$ cat config.mk
export PLATFORM = sky130hd
export DESIGN_NAME = ecc_command_sequencer
export DESIGN_NICKNAME = d
export VERILOG_FILES = /design/src/rtl/ecc_command_sequencer.sv
export SDC_FILE = /design/constraint.sdc
export NUM_CORES = 1
export LEC_CHECK = 0
export ABC_AREA = 1
export CORE_AREA = 2 2 78 80
export CTS_CLUSTER_SIZE = 24
export DETAILED_ROUTE_END_ITERATION = 10
export DIE_AREA = 0 0 80 82
export GPL_ROUTABILITY_DRIVEN = 0
export PLACE_DENSITY = 0.71
export SLEW_MARGIN = 20
export SYNTH_ARGS = -nofsm -noshare
export SYNTH_HDL_FRONTEND = slang
export SYNTH_SLANG_ARGS = --single-unit
$ cat constraint.sdc
create_clock -name clk -period 4.85 [get_ports clk]
set_input_delay 0.7275 -clock clk [delete_from_list [all_inputs] [get_ports clk]]
set_output_delay 0.7275 -clock clk [all_outputs]
set_load 0.1 [all_outputs]
$ cat src/rtl/ecc_command_sequencer.sv
// Command sequencer feeding the field-operation ROM: walks a window of command
// addresses a programmable number of times, then drains the pipeline with NOPs.
module ecc_command_sequencer #(
  parameter int Command_len = 6,
  parameter int Iter_len    = 8,
  parameter int Pipe_Depth  = 3
) (
  input  logic                   clk,
  input  logic                   rst,
  input  logic                   start,
  input  logic [Command_len-1:0] prog_start,
  input  logic [Command_len-1:0] prog_end,
  input  logic [Iter_len-1:0]    iterations,
  input  logic                   stall,
  output logic [Command_len-1:0] Command,
  output logic                   cmd_valid,
  output logic                   busy,
  output logic                   done,
  output logic [Iter_len-1:0]    iter_cnt
);

  localparam int DW = (Pipe_Depth > 1) ? $clog2(Pipe_Depth) : 1;
  localparam logic [DW-1:0]          DRAIN_LAST = DW'(Pipe_Depth - 1);
  localparam logic [Command_len-1:0] CMD_NOP    = {Command_len{1'b0}};
  localparam logic [Command_len-1:0] PC_ONE     = {{(Command_len-1){1'b0}}, 1'b1};
  localparam logic [Iter_len-1:0]    ITER_ZERO  = {Iter_len{1'b0}};
  localparam logic [Iter_len-1:0]    ITER_ONE   = {{(Iter_len-1){1'b0}}, 1'b1};

  typedef enum logic [1:0] {
    IDLE  = 2'd0,
    ISSUE = 2'd1,
    DRAIN = 2'd2,
    DONE  = 2'd3
  } state_t;

  state_t                 state_q, state_d;
  logic [Command_len-1:0] pc_q, pc_d;
  logic [Command_len-1:0] start_q, start_d;
  logic [Command_len-1:0] end_q, end_d;
  logic [Iter_len-1:0]    iters_q, iters_d;
  logic [Iter_len-1:0]    iter_q, iter_d;
  logic [DW-1:0]          cnt_q, cnt_d;
  logic [Command_len-1:0] cmd_q, cmd_d;
  logic                   valid_q, valid_d;
  logic                   busy_q, busy_d;
  logic                   done_q, done_d;
  logic                   run_invalid_s;

  assign run_invalid_s = (prog_start == CMD_NOP) || (prog_end < prog_start) ||
                         (iterations == ITER_ZERO);

  // State and output registers with synchronous reset
  always_ff @(posedge clk) begin
    if (rst) begin
      state_q <= IDLE;
      pc_q    <= CMD_NOP;
      start_q <= CMD_NOP;
      end_q   <= CMD_NOP;
      iters_q <= ITER_ZERO;
      iter_q  <= ITER_ZERO;
      cnt_q   <= {DW{1'b0}};
      cmd_q   <= CMD_NOP;
      valid_q <= 1'b0;
      busy_q  <= 1'b0;
      done_q  <= 1'b0;
    end else begin
      state_q <= state_d;
      pc_q    <= pc_d;
      start_q <= start_d;
      end_q   <= end_d;
      iters_q <= iters_d;
      iter_q  <= iter_d;
      cnt_q   <= cnt_d;
      cmd_q   <= cmd_d;
      valid_q <= valid_d;
      busy_q  <= busy_d;
      done_q  <= done_d;
    end
  end

  // Next-state and next-output logic
  always_comb begin
    state_d = state_q;
    pc_d    = pc_q;
    start_d = start_q;
    end_d   = end_q;
    iters_d = iters_q;
    iter_d  = iter_q;
    cnt_d   = cnt_q;
    cmd_d   = CMD_NOP;
    valid_d = 1'b0;
    busy_d  = busy_q;
    done_d  = 1'b0;

    case (state_q)
      IDLE: begin
        busy_d = 1'b0;
        if (start) begin
          if (run_invalid_s) begin
            state_d = DONE;
          end else begin
            start_d = prog_start;
            end_d   = prog_end;
            iters_d = iterations;
            pc_d    = prog_start;
            iter_d  = ITER_ZERO;
            busy_d  = 1'b1;
            state_d = ISSUE;
          end
        end else begin
          state_d = IDLE;
        end
      end
      ISSUE: begin
        if (stall) begin
          cmd_d = CMD_NOP;
        end else begin
          cmd_d   = pc_q;
          valid_d = 1'b1;
          // Equality-only end test keeps a window ending at the top address from wrapping
          if (pc_q != end_q) begin
            pc_d = pc_q + PC_ONE;
          end else if ((iter_q + ITER_ONE) == iters_q) begin
            iter_d  = iter_q + ITER_ONE;
            cnt_d   = {DW{1'b0}};
            state_d = DRAIN;
          end else begin
            iter_d = iter_q + ITER_ONE;
            pc_d   = start_q;
          end
        end
      end
      DRAIN: begin
        if (cnt_q == DRAIN_LAST) begin
          cnt_d   = {DW{1'b0}};
          state_d = DONE;
        end else begin
          cnt_d = cnt_q + {{(DW-1){1'b0}}, 1'b1};
        end
      end
      DONE: begin
        done_d  = 1'b1;
        busy_d  = 1'b0;
        state_d = IDLE;
      end
      default: begin
        busy_d  = 1'b0;
        state_d = IDLE;
      end
    endcase
  end

  assign Command   = cmd_q;
  assign cmd_valid = valid_q;
  assign busy      = busy_q;
  assign done      = done_q;
  assign iter_cnt  = iter_q;

endmodule
* Word level (Yosys, flattened, before mapping) *
Index checks and enable logic that the tools add are counted.

storage, ports and cells
  flip-flop bits (word level) = 47
  input bits = 24
  output and inout bits = 17
  logic and storage cells = 73

cells by class
  add/sub/neg operators = 3
  order comparisons = 1
  eq/ne operators = 13
  mux-type cells = 28
  bitwise operators = 2
  reductions and logical operators = 15

operator list
  cell                   number
  $mux W8                4
  $mux W6                5
  $mux W2                10
  $pmux W8 S2            1
  $ne A2 B2 Y1 const B   6
  $pmux W6 S2            1
  $reduce_and A5 Y1      2
  $add A8 B1 Y8 const B  1
  $eq A8 B8 Y1           1
  $logic_not A8 Y1       1
  $pmux W2 S4            1
  $reduce_and A4 Y1      2
  $add A6 B1 Y6 const B  1
  $eq A2 B2 Y1 const B   3
  $logic_not A6 Y1       1
  $lt A6 B6 Y1           1
  $ne A6 B6 Y1           1
  $reduce_bool A2 Y1     3
  $mux W1                4
  $pmux W2 S2            1
  $ne A3 B3 Y1 const B   1
  $reduce_and A3 Y1      1
  $reduce_or A3 Y1       1
  $add A2 B1 Y2 const B  1
  6 further kinds        8

* Depth between registers and ports, before layout *
  depth after elaboration = 6
  gate-level depth with buffers = 13

* Least setup slack after synthesis *
OpenSTA, ideal clock, no wires.

  path type = register -> register
  from = reg iter_q[0] (netlist: iter_cnt[0])
  to = reg pc_q[0]
  arrival time = 2.449 ns
  required time = 4.735 ns
  path slack = 2.286 ns
  cell stages (with the launch flop) = 11
  path buffers = 1
  period minus slack after synthesis = 2.564 ns
  cells stage by stage = dfxtp_1 > ha_1 > nand3_2 > xor2_1 > nand2_1 > nand2_1 > nor2_4 > nand4_2 > buf_6 > a21oi_1 > nor2_1

on the way
  cells in the longest elaborated chain, start to end = 4

ends and longest elaborated chain
  what                         line  text
  from (decl)                  41    logic [Iter_len-1:0] iter_q, iter_d;
  from (signal assigned)       72    iter_q <= iter_d;
  $add A8 B1 Y8                123   end else if ((iter_q + ITER_ONE) == iters_q) begin
  $eq A8 B8 Y1                 123
  $ne A3 B3 Y1 (no line)       n/a
  $reduce_and A5 Y1 (no line)  n/a
  to (signal assigned)         68    pc_q <= pc_d;
  to (decl)                    37    logic [Command_len-1:0] pc_q, pc_d;

Every way passes these cells.
A chain may end at the register's enable or synchronous reset.

* Worst setup path in the final report *
  from = in prog_start[5]
  to = reg iters_q[5]

on the way
  cells in the longest elaborated chain, start to end = 5
  elaborated cells on any way between the ends = 6

ends and longest elaborated chain
  what                                                     line  text
  from (decl)                                              11    input logic [Command_len-1:0] prog_start,
  $lt A6 B6 Y1 / $logic_not A6 Y1 (equally long branches)  49    assign run_invalid_s = (prog_start == CMD_NOP) || (prog_end < prog_start) ||
  $logic_or A1 B1 Y1 * (2 in a row)                        49
  $not A1 Y1 (no line) *                                   n/a
  $reduce_and A3 Y1 (no line) *                            n/a
  to (signal assigned)                                     71    iters_q <= iters_d;
  to (decl)                                                40    logic [Iter_len-1:0] iters_q, iters_d;

Mark *: on every way between the ends. The rest lies on a longest branch, timed or not.

==> metrics <==
RR Startpoint=state_q[1]; Post-route DRC=0; I/O pin count=41; Setup-failing EPs final=0; slew margin rel.=0.352; synthesis-stage register bit count=47; antenna viol nets, final=0; GRT Util Overall=0.206; Hold Startpoint=start_q[3]; initial antenna violation count=0; port bufs=40; Cells after Synth=394; die area=6560 µm²; crit path buf inv count=3; Syn. warnings=0; total core area=5750 µm²; worst slew pin tran=0.969 ns; Clk Latency, worst-skew pair=0.32 ns; status=finished, final reports clean; Resized cells post-CTS=0; ant diodes=0; clk_skew=0.0120 ns; RSZ-0062 raised after global routing=false; Worst EP required=5.04 ns; Clock Path Buffers=2; crit path launch type=primary input; syn nets=429; Mapped Avg Cell Area=6.84 µm²; register area share after synthesis=0.349; Critical Path Stages=11; CP Class=in -> reg; finished layout cell area=3220 µm²; CP Capture Type=flip-flop; placed inst area=3130 µm²; clk root buf=clkbuf_8; vias in the first global route=2290; Syn-to-layout area delta=19.5%; minimum clock period=2.79 ns; Sum Neg Setup Slack=0 ns; gr ovfl total=0; synthesized area=2700 µm²; die span in x=80 µm; CTS tree=done; FF-to-FF path depth=8; CP delay by family, top=buffers and inverters; cts hold-fix bufs=0; slowest stage delay, CP=0.51 ns; initial core utilization=0.469; chip height=82 µm; initial detailed-routing violation count=123; Nets=463; crit path from=prog_start[5]; Fmax=0.358 GHz; post-synth cell types=28; power density over the cells=423 nW/µm²; largest net degree at the start of global routing=36; Total Wirelength=6330 µm; Max stage delay cell, worst path=clkdlybuf4s50_1; min-delay worst type=reg -> reg; Placed Instances=496; total CTS buffers=5; leakage power=1.33 nW; period utilization=0.576; clock transition at the registers of the reported paths=0.10 ns; fin. max-slew vios=0; Fin. Hold Viols=0; share of cells above drive strength 1=0.0769; commonest non-fill, non-tap cells in the layout=nand2_1, dfxtp_1, inv_1, a21oi_1; crit path DAT=2.99 ns; max-cap viol count=0; Peak VDD IR=285 µV; cell chain of the critical path=clkdlybuf4s50_1, inv_1, ha_1, nand2_1, o21a_1, nand2_1, nand3_1, inv_1, nand2_2, o21ai_0, a21oi_1; via count=2528; row count=28; setup bufs post-CTS=0; most common cell after layout, fill and taps aside=nand2_1; H-Tree Depth=2; first-pass GRT wire length=10500 µm; Wirelength per Cell=12.6 µm; Power Total=1.36 mW; final worst slack=2.06 ns; drt first pass iters=5; vias per inst=5.02; final std cells w/o fill=504; pre-CTS WS=1.74 ns; HPWL after detailed placement=4680 µm; Hold Crit Depth=2; clk sinks=47; crit path max fanout=35
==> area by class of cell <==
| type | count | area [µm²] |
|---|---|---|
| Inverter | 49 | 184 |
| Tap cell | 75 | 93.8 |
| Clock buffer | 5 | 68.8 |
| Sequential cell | 47 | 941 |
| Multi-Input combinational cell | 284 | 1500 |
| Timing Repair Buffer | 41 | 408 |
| Fill cell | 601 | 2520 |
| Clock inverter | 3 | 23.8 |
==> report_power, final <==
| part | switching, mW | internal [mW] | total (mW) |
|---|---|---|---|
| sequential | 0.0644 | 0.451 | 0.515 |
| combinational | 0.395 | 0.202 | 0.597 |
| clock | 0.148 | 0.103 | 0.251 |
==> worst register-to-register path, delay by kind of cell (launching register included) <==
| kind | cells | cell delay, ns |
|---|---|---|
| and+or+nand+nor | 5 | 1.05 |
| buffers and inverters | 2 | 0.53 |
| adders and majority gates | 1 | 0.45 |
| DFF | 1 | 0.35 |
==> sequential cells by signal, indices dropped and copies added, names as in the netlist <==
register and cells:
done 1, cnt_q 2, iters_q 8, busy 1, iter_cnt 8, cmd_valid 1, state_q 2, start_q 6
end_q 6, pc_q 6, Command 6
==> logic make-up (layout without fill, tap and decap cells) <==
kind of cell | after synthesis | after routing | share of synthesized area
AOI/OAI and AO/OA | 71 | 71 | 0.135
xor gates and xnor gates | 11 | 11 | 0.0357
adders and majority gates | 11 | 11 | 0.0510
buffers and inverters | 63 | 98 | 0.0937
DFF | 47 | 47 | 0.349
and+or+nand+nor | 191 | 191 | 0.336
==> per-layer routing <==
metal  vias to the layer above  share of wire  global-route usage
met5                         -              0                   0
met4                         0          0.013              0.0576
met3                         7          0.041              0.0451
met2                        41           0.44               0.317
met1                      1143           0.50               0.292
li1                       1337              -                   -
==> synth_stat cells <==
library cell / n / area [µm²]
dfxtp_1: 47 / 941
clkinv_1: 1 / 3.75
o21a_1: 1 / 7.51
nor2_8: 1 / 20.0
buf_6: 1 / 11.3
clkbuf_1: 5 / 18.8
buf_1: 1 / 3.75
nor2_4: 4 / 45.0
xnor2_1: 3 / 26.3
nand3b_1: 2 / 15.0
nor2_1: 43 / 161
nand3_2: 7 / 70.1
nor3_1: 5 / 25.0
nor2_2: 3 / 18.8
nand4_1: 1 / 6.26
nand2_1: 76 / 285
nand2_2: 5 / 31.3
buf_2: 7 / 35.0
nand4_2: 1 / 12.5
inv_2: 3 / 11.3
xor2_1: 8 / 70.1
o21ai_0: 22 / 110
a21boi_0: 2 / 15.0
inv_1: 45 / 169
ha_1: 11 / 138
nand3_1: 43 / 215
a21oi_1: 44 / 220
o21ai_1: 2 / 10.0
==> metrics by stage <==
stage           util  hold WS [ns]
2_1_floorplan      -         0.431
3_3_place_gp   0.545         0.445
3_5_place_dp   0.545         0.454
4_1_cts        0.561         0.469
5_1_grt        0.561         0.493
6_report       0.561         0.464
==> worst paths after layout <==
check,slack (ns),end
hold / removal,0.46,start_q[3]
hold reg to reg,0.46,start_q[3]
setup / recovery,2.06,iters_q[5]
setup reg to reg,2.42,pc_q[1]
No activity file was read; power rests on OpenSTA's default activity.
